File: src/rtl/uart_frame_writer.sv
// uart_frame_writer
//
// Takes bytes from the UART receiver, waits for a sync byte, packs every
// BYTES_PER_PIXEL bytes into one pixel word (first byte in the MSBs) and
// writes the pixels to consecutive frame-buffer addresses. A small FIFO
// absorbs frame-buffer stalls. If the FIFO is full, the pixel is dropped.
// The address counter still advances so later pixels land where they belong.
//
// Ports
//   clock       system clock, rising edge
//   reset_n     synchronous reset, active-low
//   rx_data     received byte, valid when rx_done=1
//   rx_done     one-cycle byte strobe
//   wr_addr     frame-buffer write address (FIFO head)
//   wr_data     packed pixel (FIFO head)
//   wr_valid    write request, FIFO not empty
//   wr_ready    frame buffer accepts when wr_valid & wr_ready
//   frame_done  one-cycle pulse once the frame has fully left the block
//   overflow    sticky, a pixel was dropped on a full FIFO
//   busy        high while collecting or draining a frame
//
// State       | meaning
// ------------+-----------------------------------------------------------
// ST_IDLE     | hunting for SYNC_BYTE, other bytes ignored
// ST_COLLECT  | packing bytes into pixels and pushing them to the FIFO
// ST_DRAIN    | last pixel pushed (or dropped), waiting for the FIFO to empty

module uart_frame_writer #(
    parameter int               DBITS           = 8,
    parameter int               BYTES_PER_PIXEL = 3,
    parameter int               PIXEL_COUNT     = 307200,
    parameter int               ADDR_BITS       = 19,
    parameter logic [DBITS-1:0] SYNC_BYTE       = 8'hA5,
    parameter int               FIFO_DEPTH      = 4
) (
    input  logic                               clock,
    input  logic                               reset_n,
    input  logic [DBITS-1:0]                   rx_data,
    input  logic                               rx_done,
    output logic [ADDR_BITS-1:0]               wr_addr,
    output logic [DBITS*BYTES_PER_PIXEL-1:0]   wr_data,
    output logic                               wr_valid,
    input  logic                               wr_ready,
    output logic                               frame_done,
    output logic                               overflow,
    output logic                               busy
);

    localparam int PIX_W  = DBITS * BYTES_PER_PIXEL;
    localparam int BCNT_W = $clog2(BYTES_PER_PIXEL + 1);
    localparam int PTR_W  = $clog2(FIFO_DEPTH);
    localparam int ENT_W  = ADDR_BITS + PIX_W;

    localparam logic [BCNT_W-1:0]    LAST_BYTE = BCNT_W'(BYTES_PER_PIXEL - 1);
    localparam logic [BCNT_W-1:0]    BCNT_ONE  = BCNT_W'(1);
    localparam logic [ADDR_BITS-1:0] LAST_PIX  = ADDR_BITS'(PIXEL_COUNT - 1);
    localparam logic [ADDR_BITS-1:0] PIX_ONE   = ADDR_BITS'(1);
    localparam logic [PTR_W:0]       DEPTH_CNT = (PTR_W + 1)'(FIFO_DEPTH);
    localparam logic [PTR_W:0]       PTR_ONE   = (PTR_W + 1)'(1);

    typedef enum logic [1:0] {
        ST_IDLE    = 2'd0,
        ST_COLLECT = 2'd1,
        ST_DRAIN   = 2'd2
    } state_t;

    state_t state_q, state_d;

    logic [BCNT_W-1:0]    byte_cnt_q, byte_cnt_d;
    logic [ADDR_BITS-1:0] pix_cnt_q,  pix_cnt_d;
    logic [PIX_W-1:0]     pack_q,     pack_d;
    logic                 overflow_q;
    logic                 frame_done_q;

    // Pointers carry one extra bit so full and empty are distinguishable.
    logic [PTR_W:0]       wr_ptr_q, rd_ptr_q;
    logic [ENT_W-1:0]     mem_q [FIFO_DEPTH];

    logic                 sync_seen;
    logic                 collect_en;
    logic                 last_byte;
    logic                 last_pix;
    logic                 push;
    logic                 push_ok;
    logic                 drop;
    logic                 pop;
    logic [PTR_W:0]       fifo_cnt;
    logic                 fifo_empty;
    logic                 fifo_full;
    logic                 drain_done;
    logic                 frame_end;
    logic [PIX_W-1:0]     pack_shift;
    logic [ENT_W-1:0]     head;

    // ------------------------------------------------------------------
    // FIFO status
    // ------------------------------------------------------------------
    assign fifo_cnt   = wr_ptr_q - rd_ptr_q;
    assign fifo_empty = (fifo_cnt == '0);
    assign fifo_full  = (fifo_cnt == DEPTH_CNT);
    assign pop        = !fifo_empty && wr_ready;

    // A full FIFO still takes a pixel when the head leaves on the same edge.
    assign push_ok    = push && (!fifo_full || pop);
    assign drop       = push && !push_ok;

    // Nothing is pushed while draining, so "one entry left and it is being
    // popped" means the FIFO is empty after this edge.
    assign drain_done = fifo_empty || ((fifo_cnt == PTR_ONE) && pop);

    assign sync_seen  = rx_done && (rx_data == SYNC_BYTE);
    assign last_byte  = (byte_cnt_q == LAST_BYTE);
    assign last_pix   = (pix_cnt_q == LAST_PIX);

    // Shifting by the full byte width also covers BYTES_PER_PIXEL == 1.
    assign pack_shift = (pack_q << DBITS) | PIX_W'(rx_data);

    // ------------------------------------------------------------------
    // FSM: state register
    // ------------------------------------------------------------------
    always_ff @(posedge clock) begin
        if (!reset_n) begin
            state_q <= ST_IDLE;
        end else begin
            state_q <= state_d;
        end
    end

    // ------------------------------------------------------------------
    // FSM: next state
    // ------------------------------------------------------------------
    always_comb begin
        state_d = state_q;
        case (state_q)
            ST_IDLE: begin
                if (sync_seen) begin
                    state_d = ST_COLLECT;
                end
            end
            ST_COLLECT: begin
                if (rx_done && last_byte && last_pix) begin
                    state_d = ST_DRAIN;
                end
            end
            ST_DRAIN: begin
                if (drain_done) begin
                    state_d = ST_IDLE;
                end
            end
            default: state_d = ST_IDLE;
        endcase
    end

    // ------------------------------------------------------------------
    // FSM: outputs
    // ------------------------------------------------------------------
    always_comb begin
        busy       = 1'b0;
        collect_en = 1'b0;
        frame_end  = 1'b0;
        case (state_q)
            ST_COLLECT: begin
                busy       = 1'b1;
                collect_en = 1'b1;
            end
            ST_DRAIN: begin
                busy      = 1'b1;
                frame_end = drain_done;
            end
            default: begin
                busy = 1'b0;
            end
        endcase
    end

    // ------------------------------------------------------------------
    // Byte packing and pixel counting
    // ------------------------------------------------------------------
    always_comb begin
        byte_cnt_d = byte_cnt_q;
        pix_cnt_d  = pix_cnt_q;
        pack_d     = pack_q;
        push       = 1'b0;

        if ((state_q == ST_IDLE) && sync_seen) begin
            byte_cnt_d = '0;
            pix_cnt_d  = '0;
        end

        if (collect_en && rx_done) begin
            pack_d = pack_shift;
            if (last_byte) begin
                push       = 1'b1;
                byte_cnt_d = '0;
                // The last pixel leaves pix_cnt alone; the next sync clears it.
                if (!last_pix) begin
                    pix_cnt_d = pix_cnt_q + PIX_ONE;
                end
            end else begin
                byte_cnt_d = byte_cnt_q + BCNT_ONE;
            end
        end
    end

    always_ff @(posedge clock) begin
        if (!reset_n) begin
            byte_cnt_q   <= '0;
            pix_cnt_q    <= '0;
            pack_q       <= '0;
            overflow_q   <= 1'b0;
            frame_done_q <= 1'b0;
            wr_ptr_q     <= '0;
            rd_ptr_q     <= '0;
        end else begin
            byte_cnt_q   <= byte_cnt_d;
            pix_cnt_q    <= pix_cnt_d;
            pack_q       <= pack_d;
            overflow_q   <= overflow_q | drop;
            frame_done_q <= frame_end;
            if (push_ok) begin
                wr_ptr_q <= wr_ptr_q + PTR_ONE;
            end
            if (pop) begin
                rd_ptr_q <= rd_ptr_q + PTR_ONE;
            end
        end
    end

    // FIFO storage needs no reset; the pointers define what is valid.
    always_ff @(posedge clock) begin
        if (push_ok) begin
            mem_q[wr_ptr_q[PTR_W-1:0]] <= {pix_cnt_q, pack_shift};
        end
    end

    // ------------------------------------------------------------------
    // Write port: head of the FIFO, forced to zero while empty
    // ------------------------------------------------------------------
    assign head       = mem_q[rd_ptr_q[PTR_W-1:0]];
    assign wr_valid   = !fifo_empty;
    assign wr_addr    = wr_valid ? head[ENT_W-1:PIX_W] : '0;
    assign wr_data    = wr_valid ? head[PIX_W-1:0]     : '0;
    assign frame_done = frame_done_q;
    assign overflow   = overflow_q;

endmodule

File: config.mk
export PLATFORM = sky130hd
export DESIGN_NAME = uart_frame_writer
export DESIGN_NICKNAME = d
export VERILOG_FILES = /design/src/rtl/uart_frame_writer.sv
export SDC_FILE = /design/constraint.sdc
export NUM_CORES = 1
export LEC_CHECK = 0
export BUFFER_PORTS_ARGS = -buffer_cell sky130_fd_sc_hd__buf_4
export CORE_UTILIZATION = 45
export CTS_BUF_LIST = sky130_fd_sc_hd__clkbuf_4 sky130_fd_sc_hd__clkbuf_8
export CTS_CLUSTER_DIAMETER = 40
export DETAILED_ROUTE_END_ITERATION = 8
export PLACE_DENSITY = 0.6
export SLEW_MARGIN = 20
export SYNTH_ARGS = -nofsm -noshare
export SYNTH_HDL_FRONTEND = slang
export SYNTH_SLANG_ARGS = --single-unit
export TNS_END_PERCENT = 5
File: constraint.sdc
create_clock -name clock -period 3.6 [get_ports clock]
set_input_delay 0 -clock clock [delete_from_list [all_inputs] [get_ports clock]]
set_output_delay 0 -clock clock [all_outputs]
set_load 0.02 [all_outputs]
# Word level (Yosys, flattened, before mapping)
# Memory sizes are Yosys's and may differ from the RTL's. A register that Yosys moved wholly into a read port is not among the register bits.
# Index checks and enable logic that the tools add are counted.
# word_totals
memories	1
inputBits	12
out_inout_bits	47
word_cells	67
mem_bits_rw	172
ff_bits	47
# op_classes
n_reduce_logical	20
n_eq_ne	10
add_sub_neg	5
bitwise	2
muxes	21
# mem_list
memory	depth	word_bits	rd	rd_clocked_by_memory_dff	wr	line_no	rtl
mem_q	4	43	1	1	1	77	logic [ENT_W-1:0] mem_q [FIFO_DEPTH];
# ops
operator	count
$mux 19	5
$mux 24	1
$or 24x8->24	1
$add 19x1->19 const B	1
$eq 19x19->1 const B	1
$mux 2	8
$logic_and 1x1->1	9
$eq 8x8->1 const B	1
$add 3x1->3 const B	2
$mux 1	6
$ne 2x2->1 const B	3
$pmux 2 s3	1
$eq 2x2->1 const B	2
$eq 3x1->1 const B	1
$eq 3x3->1 const B	1
$logic_not 1->1	3
$logic_not 3->1	1
$reduce_and 3->1	1
$sub 3x3->3	1
$add 2x1->2 const B	1
$eq 2x1->1 const B	1
$logic_not 2->1	1
$logic_or 1x1->1	2
$reduce_and 2->1	1
3 further kinds	3

# Depth between registers and ports, before layout
# Gate-level depths: netlist of the first run.
# logic_depth
ltp_word	9
depth_mapped	8
mapped_depth_nobuf	8

# Least setup slack after synthesis of the first run
# No wires, ideal clock.
# synth_timing
path_type	register to register
start	register wr_ptr_q[0]
end	memory mem_q[3][0] in the netlist's numbering, enable pin
stages_incl_launch_ff	7
setup_time_ns	0.406
synth_period_minus_slack_ns	3.034
t_arrival_ns	2.628
n_path_buf	0
path_slack_ns	0.566
t_required_ns	3.194
path_cell_list	dfxtp_1 > inv_1 > ha_1 > fa_1 > xnor3_1 > o31a_1 > and2_1
# synth_between
elab_chain_len	8
elab_cells_between_ends	10
classes_between	add/sub (1); eq/ne (1); mux (2); reduce/logical (6)
# synth_rtl
item	line_no	rtl
start, declared	76	logic [PTR_W:0] wr_ptr_q, rd_ptr_q;
start signal, assigned	221	wr_ptr_q <= wr_ptr_q + PTR_ONE;
$sub 3x3->3	98	assign fifo_cnt = wr_ptr_q - rd_ptr_q;
$logic_not 3->1	99	assign fifo_empty = (fifo_cnt == '0);
$logic_not 1->1	101	assign pop = !fifo_empty && wr_ready;
$logic_and 1x1->1	101	
$logic_or 1x1->1	104	assign push_ok = push && (!fifo_full || pop);
$logic_and 1x1->1	104	
$mux 1	231	if (push_ok) begin
$mux 1 (implied by the code)	232	mem_q[wr_ptr_q[PTR_W-1:0]] <= {pix_cnt_q, pack_shift};
end, declared	77	
# Parallel ways exist; a longest one is shown, timed or not.

# Worst setup path in the final report of the first run
# layout_timing
start	register wr_ptr_q[0]
end	output port wr_addr[9]
# layout_between
elab_chain_len	3
# layout_rtl
item	line_no	rtl
$sub 3x3->3	98	
$logic_not 3->1	99	
$mux 19	241	assign wr_addr = wr_valid ? head[ENT_W-1:PIX_W] : '0;
end, declared	40	output logic [ADDR_BITS-1:0] wr_addr,
# Every way passes these cells.

==> results.yml, run 1 <==
routing:
  first_iter_violations: 403
  first_pass_iters: 5
  ant_nets: 0
  wl_per_cell_um: 19.7
  drc_errors: 0
  via_per_inst: 5.39
  wirelength_um: 18500
  vias: 5071
sta:
  slew_headroom: 0.354
  tightestPinTransition_ns: 0.970
  period_share: 0.855
  whs_ns: 0.0702
  max_freq_mhz: 325
  drv_slew: 0
  grt_setup_unrepaired: "false"
  fin_crit_ns: 3.08
  setup-violations-final: 0
  fin_skew_ns: 0.0190
  finalHoldViolCount: 0
  tns_ns: 0
yosys:
  yosysWarnings: 0
  ys.flop_type: "edfxtp_1"
  synth_cell_types: 52
  synth_area_leaders: "edfxtp_1 (58%), dfxtp_1 (11%), mux4_2 (11%)"
  synth_area_sq_um: 8860
  synth_edf_count: 172
  ys_seq_area_frac: 0.694
  async_flop_share: 0
  syn-num-nets: 581
  yosysTopAreaCell: "edfxtp_1"
  syn_inst: 557
  synth.avg_cell_area_sq_um: 15.9
  synth_seq_cells: 221
  synthTopCellsByCount: "edfxtp_1 (172), nand2_1 (60), and2_1 (49), dfxtp_1 (49), mux4_2 (43)"
  yosysTopAreaCellShare: 0.583
  post-synth-top-count-cell: "edfxtp_1"
die:
  core.rowCount: 50
  die_area_sq_um: 20200
  die_width_um: 142
  dieHeight_um: 142
  boundaryPins: 59
  core_area_sq_um: 19000
  start_util: 0.466
cts:
  htreeDepth: 2
  cts.sinks: 221
  clk_latency_ns: 0.52
  clk_pin_slew_ns: 0.05
  cts_tree: "built"
  numCtsBuffers: 38
  post_cts_resized: 0
  clock_path_buffers: 3
  root_buffer: "clkbuf_8"
power:
  ir_drop_mv: 0.282
  leakagePower_uw: 0.00370
  pwr_density_cell_nw_per_um2: 581
  power_uw: 6110
setup_path:
  crit_required_ns: 3.60
  crit_type: "reg2out"
  startpoint_type: "register"
  cp.arrival_ns: 3.08
  critPathCaptureType: "primary output"
  crit_fanout: 33
final_layout:
  nFillCells: 1585
  fin_nets: 675
  areaGrowthSynthToFinish_pct: 18.7
  drive_above_1_share: 0.279
  antenna_cells: 0
  post_layout_nonfiller_instances: 941
place:
  placed_cells_incl_taps: 861
  dpl.hpwl_um: 11800
  gp_congestion: 0.831
  numPortBuffers: 58
global_routing:
  grt_pass1_wl_um: 29300
  grt_max_degree: 44
  antenna_found_initial: 1
  track_usage: 0.194
  overflow: 0
  grt_pass1_vias: 5462
flow_run:
  maxCapViolCount: 0
status:
  status: "complete, no violations"
hold_path:
  hold_path.class: "in2reg"
[critical path, cell delays in order, from the launching register on]
cell	delay (ns)
dfxtp_1	0.40
inv_1	0.12
ha_1	0.22
fa_1	0.37
xnor3_1	0.28
nand3_1	0.38
buf_4	0.41
and2_1	0.22
buf_4	0.16
[cells by family after synthesis]
| group | after synthesis | synth area share |
|---|---|---|
| DFF | 221 | 0.694 |
| buffers and inverters | 35 | 0.0165 |
| muxes | 48 | 0.115 |
| and+or+nand+nor | 179 | 0.106 |
| adders and majority gates | 12 | 0.0178 |
| AOI/OAI and AO/OA | 54 | 0.0410 |
| xor gates and xnor gates | 8 | 0.00947 |
[power breakdown]
part / total [uW] / switching (uW) / internal, uW
clock: 2270 / 964 / 1310
sequential: 2790 / 45.9 / 2740
combinational: 1050 / 591 / 456
total: 6110 / 1600 / 4510
[routing by layer]
layer,part of all wire,track usage,vias up,routed length [um]
li1,-,-,2325,-
met5,0.00070,0,-,13
met2,0.50,0.329,136,9250
met3,0.052,0.0363,34,967
met1,0.43,0.248,2574,7910
met4,0.019,0.0719,2,357
[cells in the final DEF, fill, tap and decap left out, types with 2 or more instances in the layout]
cell type and count:
edfxtp_1 172, buf_4 67, nand2_1 60, dfxtp_1 47
and2_1 45, mux4_2 43, clkbuf_8 41, a21oi_1 26
nor2_1 22, clkbuf_4 17, nand3_1 12, ha_1 11
inv_1 10, dlygate4sd3_1 10, o21ai_1 8, xnor2_1 5
mux2i_1 5, and2_2 4, and3_1 4, nor4_1 4
nor3_1 4, clkinv_1 4, nand4_1 3, or3_1 3
or4_1 3, a31oi_1 3, nand3b_1 3, inv_6 3
clkinv_2 3, xor2_1 2, o211ai_1 2, nand4b_1 2
o31ai_1 2, a21o_1 2, a22o_1 2, dfxtp_2 2
buf_12 2
[timing repair]
item                                   CTS  global route
setup buffers                            0             0
hold buffers                            10             0
setup endpoints to repair                0             0
endpoints found under the hold margin   58             0
[per-stage QoR]
stage / setup slack [ns] / util / cell area [sq um]
2_1_floorplan: 0.566 / - / 8860
3_3_place_gp: 0.857 / 0.506 / 9620
3_5_place_dp: 0.742 / 0.506 / 9620
4_1_cts: 0.504 / 0.553 / 10500
5_1_grt: 0.317 / 0.553 / 10500
6_report: 0.522 / 0.553 / 10500
[layout make-up]
type | count | area [sq um] | area share
flip-flops and latches | 221 | 6150 | 0.585
multi-input cells | 301 | 2570 | 0.244
repair buffers | 79 | 643 | 0.0612
clock inverters | 12 | 93.8 | 0.00893
clock buffers | 58 | 692 | 0.0658
inverters | 10 | 37.5 | 0.00357
well taps | 260 | 325 | 0.0310
[flip-flops by register name, summed over array words and instances (netlist names), named ones only]
register,flops
pix_cnt_q,19
wr_ptr_q,3
overflow,1
frame_done,1
rd_ptr_q,3
state_q,2
byte_cnt_q,2
pack_q,16
mem_q,172
[final timing paths]
kind | from | endpoint | slack [ns] | cells past startpoint
setup / recovery | wr_ptr_q[0] | wr_addr[9] | 0.52 | 8
hold / removal | rx_done | state_q[0] | 0.07 | 4
setup reg to reg | wr_ptr_q[0] | mem_q[0][38] | 0.78 | 7
hold reg to reg | state_q[1] | state_q[1] | 0.50 | 2
Note: power is estimated with default switching activity, not from simulation.
==> inputs of run 2 (changes only) <==
==> constraint.sdc (replaced) <==
create_clock -name clock -period 3.6 [get_ports clock]
set_input_delay 0.54 -clock clock [delete_from_list [all_inputs] [get_ports clock]]
set_output_delay 0.54 -clock clock [all_outputs]
set_load 0.02 [all_outputs]
==> run 2 against run 1 <==
Flip-flop and latch count did not move. Power is 4.1% higher. Worst setup slack worse by 0.22 ns. Critical endpoint is now wr_addr[5]. Highest routed layer is now met4.
==> results.yml, run 2 (synthesized netlist as in run 1, its figures left out) <==
die:
  die_width_um: 142
  start_util: 0.466
  boundaryPins: 59
  core_area_sq_um: 19000
  core.rowCount: 50
  dieHeight_um: 142
  die_area_sq_um: 20200
setup_path:
  crit_fanout: 29
  crit_end: "wr_addr[5]"
  max_stage_delay_ns: 0.41
  crit_slowest_cell: "dfxtp_1"
  ff2ff_setup_slack_ns: 0.73
  crit_required_ns: 3.06
  cp_common_cell: "buf_4"
  path_depth: 8
  crit_type: "reg2out"
  worstRegToRegCells: 7
  crit_family: "adder cells"
  r2r_end: "mem_q[1][38]"
  critPathCaptureType: "primary output"
  startpoint_type: "register"
  worstPathCellList: "inv_1, ha_1, fa_1, xnor3_1, nand3_2, buf_4, and2_1, buf_4"
  path_buf_inv: 3
  timing.rr.start: "wr_ptr_q[0]"
  startpoint: "wr_ptr_q[0]"
  cp.arrival_ns: 2.76
final_layout:
  final_common_cell: "edfxtp_1"
  most-common-layout-cells: "edfxtp_1 (172), buf_4 (66), nand2_1 (60), dfxtp_1 (47), clkbuf_8 (47)"
  antenna_cells: 0
  largest_reg_flops: 172
  drive_above_1_share: 0.288
  areaGrowthSynthToFinish_pct: 19.3
  fin_nets: 669
  final_cell_area_sq_um: 10600
place:
  dpl-instance-area_sq_um: 9680
  numPortBuffers: 58
  dpl.hpwl_um: 10900
  gp_congestion: 0.814
global_routing:
  gr-usage-met2: 0.333
  grt_pass1_wl_um: 27900
  grt_pass1_vias: 5215
  grt_max_degree: 30
  grt-busiest-layer: "met2"
  antenna_found_initial: 0
  grtUsageMet3: 0.0347
  track_usage: 0.183
  use_met1: 0.218
  overflow: 0
sta:
  grt_setup_unrepaired: "false"
  fin_skew_ns: 0.0247
  setup-violations-final: 0
  fin_crit_ns: 3.30
  drv_slew: 0
  period_share: 0.917
  tns_ns: 0
  tightestPinTransition_ns: 0.738
  slew_headroom: 0.503
  max_freq_mhz: 303
  finalHoldViolCount: 0
power:
  p_int_uw: 4750
  switching_share: 0.253
  leakagePower_uw: 0.00372
  pwr_density_cell_nw_per_um2: 602
  ir_drop_mv: 0.443
  pwr-share-comb: 0.164
  seq_power_share: 0.441
  p_clk_frac: 0.396
  p_sw_uw: 1610
routing:
  drc_errors: 0
  vias: 4953
  wirelength_um: 17500
  wl_per_cell_um: 18.7
  first_pass_iters: 5
  ant_nets: 0
  via_per_inst: 5.29
  first_iter_violations: 229
cts:
  cts_tree: "built"
  post_cts_resized: 0
  clk_latency_ns: 0.53
  root_buffer: "clkbuf_8"
  clock_path_buffers: 3
  numCtsBuffers: 40
  clk_pin_slew_ns: 0.06
  cts_setup_buffers: 0
  htreeDepth: 2
  cts.sinks: 221
  ctsHoldBuffers: 0
flow_run:
  maxCapViolCount: 0
status:
  status: "complete, no violations"
hold_path:
  hold_path.class: "in2reg"
[run 2: worst min-delay path by stage]
stage	depth (start not counted)	endpoint	from	slack, ns
after detailed placement	2	state_q[1]	state_q[1]	0.49
after floorplan	2	state_q[1]	state_q[1]	0.45
after CTS	1	mem_q[3][4]	rx_data[4]	0.21
after global routing	1	mem_q[3][4]	rx_data[4]	0.21
after global placement	2	state_q[1]	state_q[1]	0.46
final	1	mem_q[3][4]	rx_data[4]	0.24
[run 2: metal layers]
layer | up-vias | share of wire
met5 | - | 0
met4 | 0 | 0.016
met3 | 28 | 0.045
met2 | 119 | 0.53
met1 | 2498 | 0.41
li1 | 2308 | -
[run 2: area by class of cell]
class / instances / area, sq um
Tap cell: 260 / 325
Inverter: 10 / 37.5
Clock inverter: 14 / 146
Multi-Input combinational cell: 301 / 2570
Fill cell: 1596 / 8450
Clock buffer: 59 / 737
Timing Repair Buffer: 71 / 596
Sequential cell: 221 / 6150
[run 2: stage by stage]
stage / utilization / cells / hold WS, ns / worst slack [ns] / total power [uW]
3_3_place_gp: 0.509 / 863 / 0.460 / 0.799 / 3910
6_report: 0.555 / 936 / 0.236 / 0.300 / 6360
2_1_floorplan: - / 557 / 0.451 / 0.566 / 3490
3_5_place_dp: 0.509 / 863 / 0.492 / 0.702 / 3920
4_1_cts: 0.555 / 936 / 0.212 / 0.123 / 6450
5_1_grt: 0.555 / 936 / 0.214 / 0.124 / 6630
[run 2: power groups by stage]
stage	logic (uW)	clock network, uW	registers (uW)
floorplan	689	0	2800
global placement	1060	0	2850
detailed placement	1060	0	2860
CTS	1070	2580	2800
global route	1140	2680	2810
finish	1040	2520	2800
[run 2: worst register-to-register path: cells and delay by family (launching register included)]
kind            cells  cell delay, ns
simple gates        1            0.54
fa+ha+maj           2            0.59
xor+xnor            1            0.30
buf+inv             2            0.42
compound gates      1            0.30
flops               1            0.41
